File: config.mk
export PLATFORM = sky130hd
export DESIGN_NAME = microtest_monitor
export DESIGN_NICKNAME = d
export VERILOG_FILES = /design/src/rtl/microtest_monitor.sv
export SDC_FILE = /design/constraint.sdc
export NUM_CORES = 1
export LEC_CHECK = 0
export CAP_MARGIN = 40
export CORE_UTILIZATION = 60
export CTS_BUF_LIST = sky130_fd_sc_hd__clkbuf_16
export CTS_CLUSTER_DIAMETER = 150
export DETAILED_ROUTE_END_ITERATION = 8
export GPL_TIMING_DRIVEN = 0
export HOLD_SLACK_MARGIN = 0.08
export PLACE_DENSITY = 0.81
export SYNTH_ARGS = -nofsm -noshare
export SYNTH_HDL_FRONTEND = slang
export SYNTH_SLANG_ARGS = --single-unit
File: constraint.sdc
create_clock -name clk -period 9 [get_ports clk]
set_clock_uncertainty 0.2 [all_clocks]
set_input_delay 1.35 -clock clk [delete_from_list [all_inputs] [get_ports clk]]
set_output_delay 1.35 -clock clk [all_outputs]
set_load 0.02 [all_outputs]
File: src/rtl/microtest_monitor.sv
// microtest_monitor: scores microcode self-test runs against a runtime-loaded label table.
// Define TESTMON_SKIP_EN to enable skip entries that redirect the uPC.
module microtest_monitor #(
  parameter int AW      = 12,
  parameter int NLABELS = 16,
  parameter int LIMIT   = 100000,
  parameter int CW      = 32
) (
  input  logic                         clk,
  input  logic                         reset_n,
  input  logic                         start,
  input  logic                         x_valid,
  input  logic [AW-1:0]                x_pc,
  input  logic [3:0]                   x_sqi,
  input  logic [AW-1:0]                x_a,
  input  logic [AW-1:0]                f_pc,
  input  logic                         cfg_we,
  input  logic [$clog2(NLABELS)-1:0]   cfg_idx,
  input  logic [1:0]                   cfg_kind,
  input  logic [AW-1:0]                cfg_addr,
  input  logic                         cfg_valid,
  input  logic [AW-1:0]                cfg_target,
  output logic [2:0]                   state,
  output logic [1:0]                   fail_code,
  output logic [AW-1:0]                fail_pc,
  output logic                         pass_stb,
  output logic [$clog2(NLABELS)-1:0]   pass_idx,
  output logic [NLABELS-1:0]           pass_mask,
  output logic [$clog2(NLABELS+1)-1:0] pass_count,
  output logic                         redirect_stb,
  output logic [AW-1:0]                redirect_pc
);

  localparam int IW = $clog2(NLABELS);
  localparam int NW = $clog2(NLABELS + 1);
  localparam logic [CW-1:0] LIM_M1 = (LIMIT == 0) ? '0 : CW'(LIMIT - 1);
  localparam logic [3:0] SQI_CONT = 4'd14;

  typedef enum logic [2:0] {
    S_IDLE    = 3'd0,
    S_RUN     = 3'd1,
    S_PASS    = 3'd2,
    S_FAIL    = 3'd3,
    S_TIMEOUT = 3'd4
  } state_t;

  typedef enum logic [1:0] {
    K_PASS = 2'd0,
    K_FAIL = 2'd1,
    K_DONE = 2'd2,
    K_SKIP = 2'd3
  } kind_t;

  state_t             st;
  logic [NLABELS-1:0] lbl_valid;
  kind_t              lbl_kind [NLABELS];
  logic [AW-1:0]      lbl_addr [NLABELS];
  logic [CW-1:0]      wd_cnt;

  logic               fail_hit, done_hit, pass_hit, all_pass, wd_expire;
  logic [IW-1:0]      pass_sel;
  logic [NLABELS-1:0] pass_need, pass_got;
  logic               skip_hit;
  logic [AW-1:0]      skip_pc;

  always_comb begin
    fail_hit  = 1'b0;
    done_hit  = 1'b0;
    pass_hit  = 1'b0;
    pass_sel  = '0;
    pass_need = '0;
    for (int unsigned i = 0; i < NLABELS; i++) begin
      if (lbl_valid[i] && lbl_kind[i] == K_PASS) pass_need[i] = 1'b1;
      if (st == S_RUN && x_valid && lbl_valid[i]) begin
        if (lbl_kind[i] == K_FAIL && x_pc == lbl_addr[i]) fail_hit = 1'b1;
        if (lbl_kind[i] == K_DONE && x_pc == lbl_addr[i]) done_hit = 1'b1;
        if (lbl_kind[i] == K_PASS && x_sqi == SQI_CONT && x_a == lbl_addr[i] && !pass_hit) begin
          pass_hit = 1'b1;
          pass_sel = IW'(i);
        end
      end
    end
  end

  // A pass hit coinciding with done still counts toward completeness.
  assign pass_got  = pass_mask | (pass_hit ? (NLABELS'(1) << pass_sel) : '0);
  assign all_pass  = (pass_need & ~pass_got) == '0;
  assign wd_expire = (LIMIT != 0) && (wd_cnt == LIM_M1);

`ifdef TESTMON_SKIP_EN
  logic [AW-1:0] lbl_target [NLABELS];

  always_comb begin
    skip_hit = 1'b0;
    skip_pc  = '0;
    for (int unsigned i = 0; i < NLABELS; i++) begin
      if (st == S_RUN && x_valid && lbl_valid[i] && lbl_kind[i] == K_SKIP &&
          x_pc == lbl_addr[i] && f_pc == lbl_addr[i] + AW'(1) && !skip_hit) begin
        skip_hit = 1'b1;
        skip_pc  = lbl_target[i];
      end
    end
  end

  always_ff @(posedge clk or negedge reset_n) begin
    if (!reset_n) begin
      lbl_target <= '{default: '0};
    end else if (cfg_we && st != S_RUN) begin
      lbl_target[cfg_idx] <= cfg_target;
    end
  end
`else
  logic unused_skip;
  assign skip_hit    = 1'b0;
  assign skip_pc     = '0;
  assign unused_skip = ^{f_pc, cfg_target};
`endif

  always_ff @(posedge clk or negedge reset_n) begin
    if (!reset_n) begin
      st           <= S_IDLE;
      lbl_valid    <= '0;
      lbl_kind     <= '{default: K_PASS};
      lbl_addr     <= '{default: '0};
      wd_cnt       <= '0;
      fail_code    <= '0;
      fail_pc      <= '0;
      pass_stb     <= 1'b0;
      pass_idx     <= '0;
      pass_mask    <= '0;
      pass_count   <= '0;
      redirect_stb <= 1'b0;
      redirect_pc  <= '0;
    end else begin
      pass_stb     <= 1'b0;
      redirect_stb <= 1'b0;
      if (st != S_RUN) begin
        if (cfg_we) begin
          lbl_valid[cfg_idx] <= cfg_valid;
          lbl_kind[cfg_idx]  <= kind_t'(cfg_kind);
          lbl_addr[cfg_idx]  <= cfg_addr;
        end
        if (start) begin
          st         <= S_RUN;
          pass_mask  <= '0;
          pass_count <= '0;
          fail_code  <= '0;
          fail_pc    <= '0;
          wd_cnt     <= '0;
        end
      end else begin
        if (wd_cnt != '1) wd_cnt <= wd_cnt + CW'(1);
        if (fail_hit) begin
          st        <= S_FAIL;
          fail_code <= 2'd1;
          fail_pc   <= x_pc;
        end else if (done_hit) begin
          if (all_pass) begin
            st <= S_PASS;
          end else begin
            st        <= S_FAIL;
            fail_code <= 2'd2;
            fail_pc   <= x_pc;
          end
        end else if (wd_expire) begin
          st        <= S_TIMEOUT;
          fail_code <= 2'd3;
          fail_pc   <= x_pc;
        end else begin
          if (pass_hit) begin
            pass_stb <= 1'b1;
            pass_idx <= pass_sel;
            if (!pass_mask[pass_sel]) begin
              pass_mask[pass_sel] <= 1'b1;
              pass_count          <= pass_count + NW'(1);
            end
          end
          if (skip_hit) begin
            redirect_stb <= 1'b1;
            redirect_pc  <= skip_pc;
          end
        end
      end
    end
  end

  assign state = st;

endmodule

* After elaboration in Yosys (flattened, before gate mapping) *
Index checks and enable logic that the tools add are counted.

operators by class
  $add $sub $neg = 2
  multiply operators = 0
  divide/modulo/power cells = 0
  magnitude comparators = 6
  eq/ne operators = 75
  shift operators = 1
  mux-type cells = 196
  bitwise logic cells = 9
  reduce and logical (&&, ||, !) cells = 156

operators with widths
  operator                                                count
  equality test 12 bit                                    32
  bitwise mux 192 bit                                     1
  two-way mux 16 bit                                      8
  two-way mux 1 bit                                       123
  logical AND 1 bit                                       115
  two-way mux 4 bit                                       28
  two-way mux 32 bit                                      3
  two-way mux 12 bit                                      7
  demux 12 bit (select 4 bit)                             1
  two-way mux 5 bit                                       7
  adder 32 x 1 -> 32 bit (second input constant)          1
  bitwise mux 32 bit                                      1
  equality test 2 x 1 -> 1 bit (second input constant)    16
  equality test 2 bit (second input constant)             16
  equality test 32 x 17 -> 1 bit (second input constant)  1
  logical NOT 2 bit                                       16
  inequality test 32 bit (second input constant)          1
  OR 16 bit                                               2
  AND 16 bit                                              1
  bitwise mux 16 bit                                      1
  logical NOT 16 bit                                      1
  inverter 16 bit                                         1
  left shift 1 x 4 -> 16 bit (first input constant)       1
  logical NOT 1 bit                                       15
  24 further kinds                                        46

storage, ports and cells
  flip-flop bits (word level) = 315
  latch bits = 0
  RAM bits = 0
  ROM bits = 0
  memories = 0

* Depth between registers and ports, before layout *
  word-level depth = 76
  gate-level depth with buffers = 17
  gate-level depth less buffers = 12

* Least setup slack after synthesis *
Ideal clock, no wire load.

  kind = input port to flip-flop
  start = input x_a[11]
  end = register pass_count[0]
  library setup time = 0.081 ns
  data arrival time = 4.255 ns
  required time = 8.719 ns
  slack = 4.465 ns
  stages = 15
  path buffers = 3
  path through = buf_6 > buf_6 > xnor2_2 > nand4_1 > or4_1 > a211oi_2 > nor2_1 > a32oi_2 > mux2i_1 > nand2_1 > a211oi_4 > nor2_4 > a21oi_4 > buf_6 > mux2i_1

between the ends
  cells in the longest elaborated chain, start to end = 68

ends and longest elaborated chain
  element                                  line  text
  start: declaration                       15    input logic [AW-1:0] x_a,
  equality test 12 bit                     77    if (lbl_kind[i] == K_PASS && x_sqi == SQI_CONT && x_a == lbl_addr[i] && !pass_hit) begin
  logical AND 1 bit                        77
  two-way mux 1 bit                        77
  two-way mux 1 bit                        74    if (st == S_RUN && x_valid && lbl_valid[i]) begin
  logical NOT 1 bit                        77
  logical AND 1 bit                        77
  two-way mux 1 bit                        77
  two-way mux 1 bit                        74
  [... 52 more ...]                        n/a
  logical NOT 1 bit                        77
  logical AND 1 bit                        77
  two-way mux 4 bit                        77
  two-way mux 4 bit                        74
  binary-select mux 1 bit (select 4 bit)   173   if (!pass_mask[pass_sel]) begin
  two-way mux 1 bit (not written as such)  173
  inequality test 2 bit (no line)          n/a
  AND reduction 6 bit (no line) (*)        n/a
  end signal: assignment                   175   pass_count <= pass_count + NW'(1);
  end: declaration                         29    output logic [$clog2(NLABELS+1)-1:0] pass_count,

Every way passes the cells marked *; elsewhere a longest branch is shown, timed or not. The select of a mux whose other input is x is not followed.
A chain may end at the register's enable or synchronous reset.

* Worst setup path in the final report *
  start = input x_valid
  end = register pass_count[0]

between the ends
  cells in the longest elaborated chain, start to end = 67

ends and longest elaborated chain
  element                                  line  text
  start: declaration                       12    input logic x_valid,
  logical AND 1 bit (*)                    74
  logical AND 1 bit                        74
  two-way mux 1 bit                        74
  logical NOT 1 bit                        77
  logical AND 1 bit                        77
  two-way mux 1 bit                        77
  two-way mux 1 bit                        74
  logical NOT 1 bit                        77
  [... 51 more ...]                        n/a
  logical NOT 1 bit                        77
  logical AND 1 bit                        77
  two-way mux 4 bit                        77
  two-way mux 4 bit                        74
  binary-select mux 1 bit (select 4 bit)   173
  two-way mux 1 bit (not written as such)  173
  inequality test 2 bit (no line)          n/a
  AND reduction 6 bit (no line) (*)        n/a

Marked as above.

==> flow_summary.ini <==
[floorplan]
io_pins = 132
initial_core_util = 0.611
fp-row-count = 67
die_y_um = 187
core_area_sq_um = 33600
fp.dieW_um = 187
die-area_sq_um = 35000

[worst_setup_path]
cp_top_family = simple AND/OR/NAND/NOR gates
slowest_stage = nor4_1
reg2reg_depth = 14
cpPeakStageDelay_ps = 890
worst-setup-path-type = in2reg
cp-start-kind = input pin
worstPathArrival_ps = 6110
crit_top_cell = mux2i_1
crit_buf_inv = 4
worst_r2r_endpoint = pass_count[0]
path_max_fanout = 10
cp.required_ps = 9270
r2r-start = state[2]
rrSetupSlack_ps = 3930
end_kind = register
path_cells = clkdlybuf4s50_1 -> and4bb_1 -> buf_2 -> nand4_1 -> clkbuf_1 -> nor4_1 -> nor3b_1 -> a32oi_2 -> mux2i_1 -> nand2_1 -> a211oi_4 -> nor2_4 -> a21oi_4 -> buf_6 -> mux2i_1

[finish]
final_nets = 2207
design_area_sq_um = 23400
synthToLayoutAreaGrowth_pct = 13.7
fill_cells = 2604
post_route_cells_drive_above_1_share = 0.217
n_antenna_cell = 0

[timing]
worst_slack_ps = 3160
period_share = 0.649
finalHoldViolations = 0
slew_headroom = 0.349
grt_setup_unrepaired = false
fmax_mhz = 171
min_period_ps = 5840
worstMarginPinSlew_ps = 968
hold-worst-slack_ps = 279
report.final.slew_viol_count = 0
setup_viol = 0

[clock_tree]
cts_tree = yes
clk_pin_slew_ps = 60
ctsResizeCount = 0
clk_path_buf_depth = 3
postCtsSetupBuffers = 0
h-tree-depth = 2
insertion_delay_ps = 560
clock-root-buffer = clkbuf_16
clock-sinks = 315
cts_made_buffers = 37
cts.hold.buffers_added = 0

[detailed_routing]
vias = 17694
avgViaCountPerCell = 6.80
firstDrtPassIters = 6
post-route-drc-count = 0
ant_nets = 0
routedWlPerCell_um = 29.4
drt-initial-drc-count = 2351
drt_wl_total_um = 76400

[synthesis]
synth_flop_cell = dfrtp_1
synth_warnings = 0
synthesis.area_sq_um = 20600
synth-edff-count = 0
ys_seq_area_frac = 0.384
synth_cells = 1974
syn_area_per_cell_sq_um = 10.4
synth.distinct_cells = 99
async_flop_share = 1.00
synth.area.top_cells = dfrtp_1, xnor2_1, mux2_2
netlist_top_cells_count = dfrtp_1, xnor2_1, mux2_2
synth_seq_cells = 315
yosys.area.top_type = dfrtp_1
synth_top_cell_area_share = 0.384

[global_route]
grt_pass1_wl_um = 112000
grt_max_degree = 102
gr-usage-all-layers = 0.436
antenna_found_initial = 1
grt_overflow = 0
grt_pass1_vias = 17232

[placement]
place_area_sq_um = 22300
place_ws_ps = 2720
finalWeightedCongestion = 1.09
hpwl_um = 55100
io_buffers = 68

[power]
peakVddDrop_v = 0.000199
total_power_mw = 6.27
powerDensity_nw_per_um2 = 268
leakagePower_nw = 9.25

[outcome]
run_status = completed

[worst_hold_path]
hold_depth = 2
hp-start = pass_idx[1]
holdPathEnd = pass_idx[1]
hp-class = reg2reg

[flow_run]
drv_cap = 0
[power by group]
group	internal (mW)	leakage, nW	switching [mW]
clock	0.782	0.569	0.624
combinational	1.13	4.61	1.25
sequential	1.90	4.07	0.589
total	3.81	9.25	2.46
[cell type report]
cell class / count / area [sq um] / share of cell area
timing repair buffer: 104 / 1110 / 0.0475
sequential: 315 / 7880 / 0.337
clock buffer: 39 / 976 / 0.0418
inverter: 18 / 67.6 / 0.00289
buffer: 117 / 817 / 0.0350
multi-input combinational: 1536 / 11800 / 0.506
tap: 448 / 561 / 0.0240
clock inverter: 26 / 126 / 0.00541
[sequential cells by signal (all words and copies together) (netlist names)]
signal	flops
fail_code	2
fail_pc	12
pass_stb	1
pass_mask	16
wd_cnt	32
lbl_valid	16
lbl_kind	32
pass_idx	4
lbl_addr	192
state	3
pass_count	5
[per-stage QoR]
stage | utilization | instances | setup TNS (ps)
after floorplan | - | 1986 | 0
after global placement | 0.650 | 2502 | -2197880
after detailed placement | 0.662 | 2537 | 0
after CTS | 0.695 | 2602 | 0
after global routing | 0.695 | 2603 | 0
final | 0.695 | 2603 | 0
[cells by family after synthesis]
kind of cell / Yosys count / synth area share
and+or+nand+nor: 723 / 0.198
xor gates and xnor gates: 406 / 0.180
DFF: 315 / 0.384
muxes: 250 / 0.136
AOI/OAI and AO/OA: 142 / 0.0569
buffers and inverters: 135 / 0.0430
adders and majority gates: 2 / 0.00122
other: 1 / 0.000182
[metal layers]
metal,up-vias,GRT usage,share of wire,routed length (um)
li1,7438,-,-,-
met1,8725,0.546,0.37,28300
met2,1189,0.650,0.43,32700
met3,338,0.134,0.12,9530
met4,4,0.286,0.076,5830
met5,-,0.0288,0.0017,131
[worst max-delay path by stage]
| stage | startpoint | to | slack (ps) | cells after the start |
|---|---|---|---|---|
| after global routing | x_valid | pass_count[0] | 2990 | 15 |
| after global placement | reset_n | lbl_addr[105] | -7000 | 1 |
| final | x_valid | pass_count[0] | 3160 | 15 |
| after detailed placement | x_valid | pass_mask[3] | 2720 | 18 |
| after floorplan | x_a[11] | pass_count[0] | 4460 | 15 |
| after CTS | x_valid | pass_mask[3] | 3240 | 18 |
[worst register-to-register path, cell delays in order (launching register included)]
cell and delay (ps):
dfrtp_1 410, and4bb_1 330, buf_2 270, nand4_1 430
clkbuf_1 460, nor4_1 890, nor3b_1 150, a32oi_2 510
mux2i_1 240, nand2_1 100, a211oi_4 250, nor2_4 100
a21oi_4 260, buf_6 190, mux2i_1 190
[layout by cell type, fill, tap and decap left out, types with 8 or more instances in the layout]
master / synthesis / routed
xnor2_1: 315 / 315
dfrtp_1: 315 / 315
mux2_2: 238 / 238
nand4_1: 135 / 135
nand2_1: 119 / 119
nand3_1: 109 / 109
nor2_1: 87 / 87
nor4_1: 85 / 84
xor2_1: 74 / 74
clkdlybuf4s50_1: 0 / 67
clkbuf_1: 45 / 45
clkbuf_16: 0 / 39
nor2b_1: 33 / 33
buf_4: 26 / 28
o21ai_0: 28 / 28
inv_1: 17 / 26
buf_6: 20 / 25
buf_2: 17 / 24
nor3_1: 23 / 23
a22o_1: 22 / 22
nand2b_1: 21 / 21
and3_1: 18 / 18
nor3b_1: 17 / 17
conb_1: 1 / 13
a21oi_1: 12 / 12
mux2i_1: 12 / 12
xnor2_2: 11 / 11
buf_8: 1 / 10
a22oi_1: 10 / 10
clkdlybuf4s15_2: 0 / 8
Power figures use the tool's default switching activity.
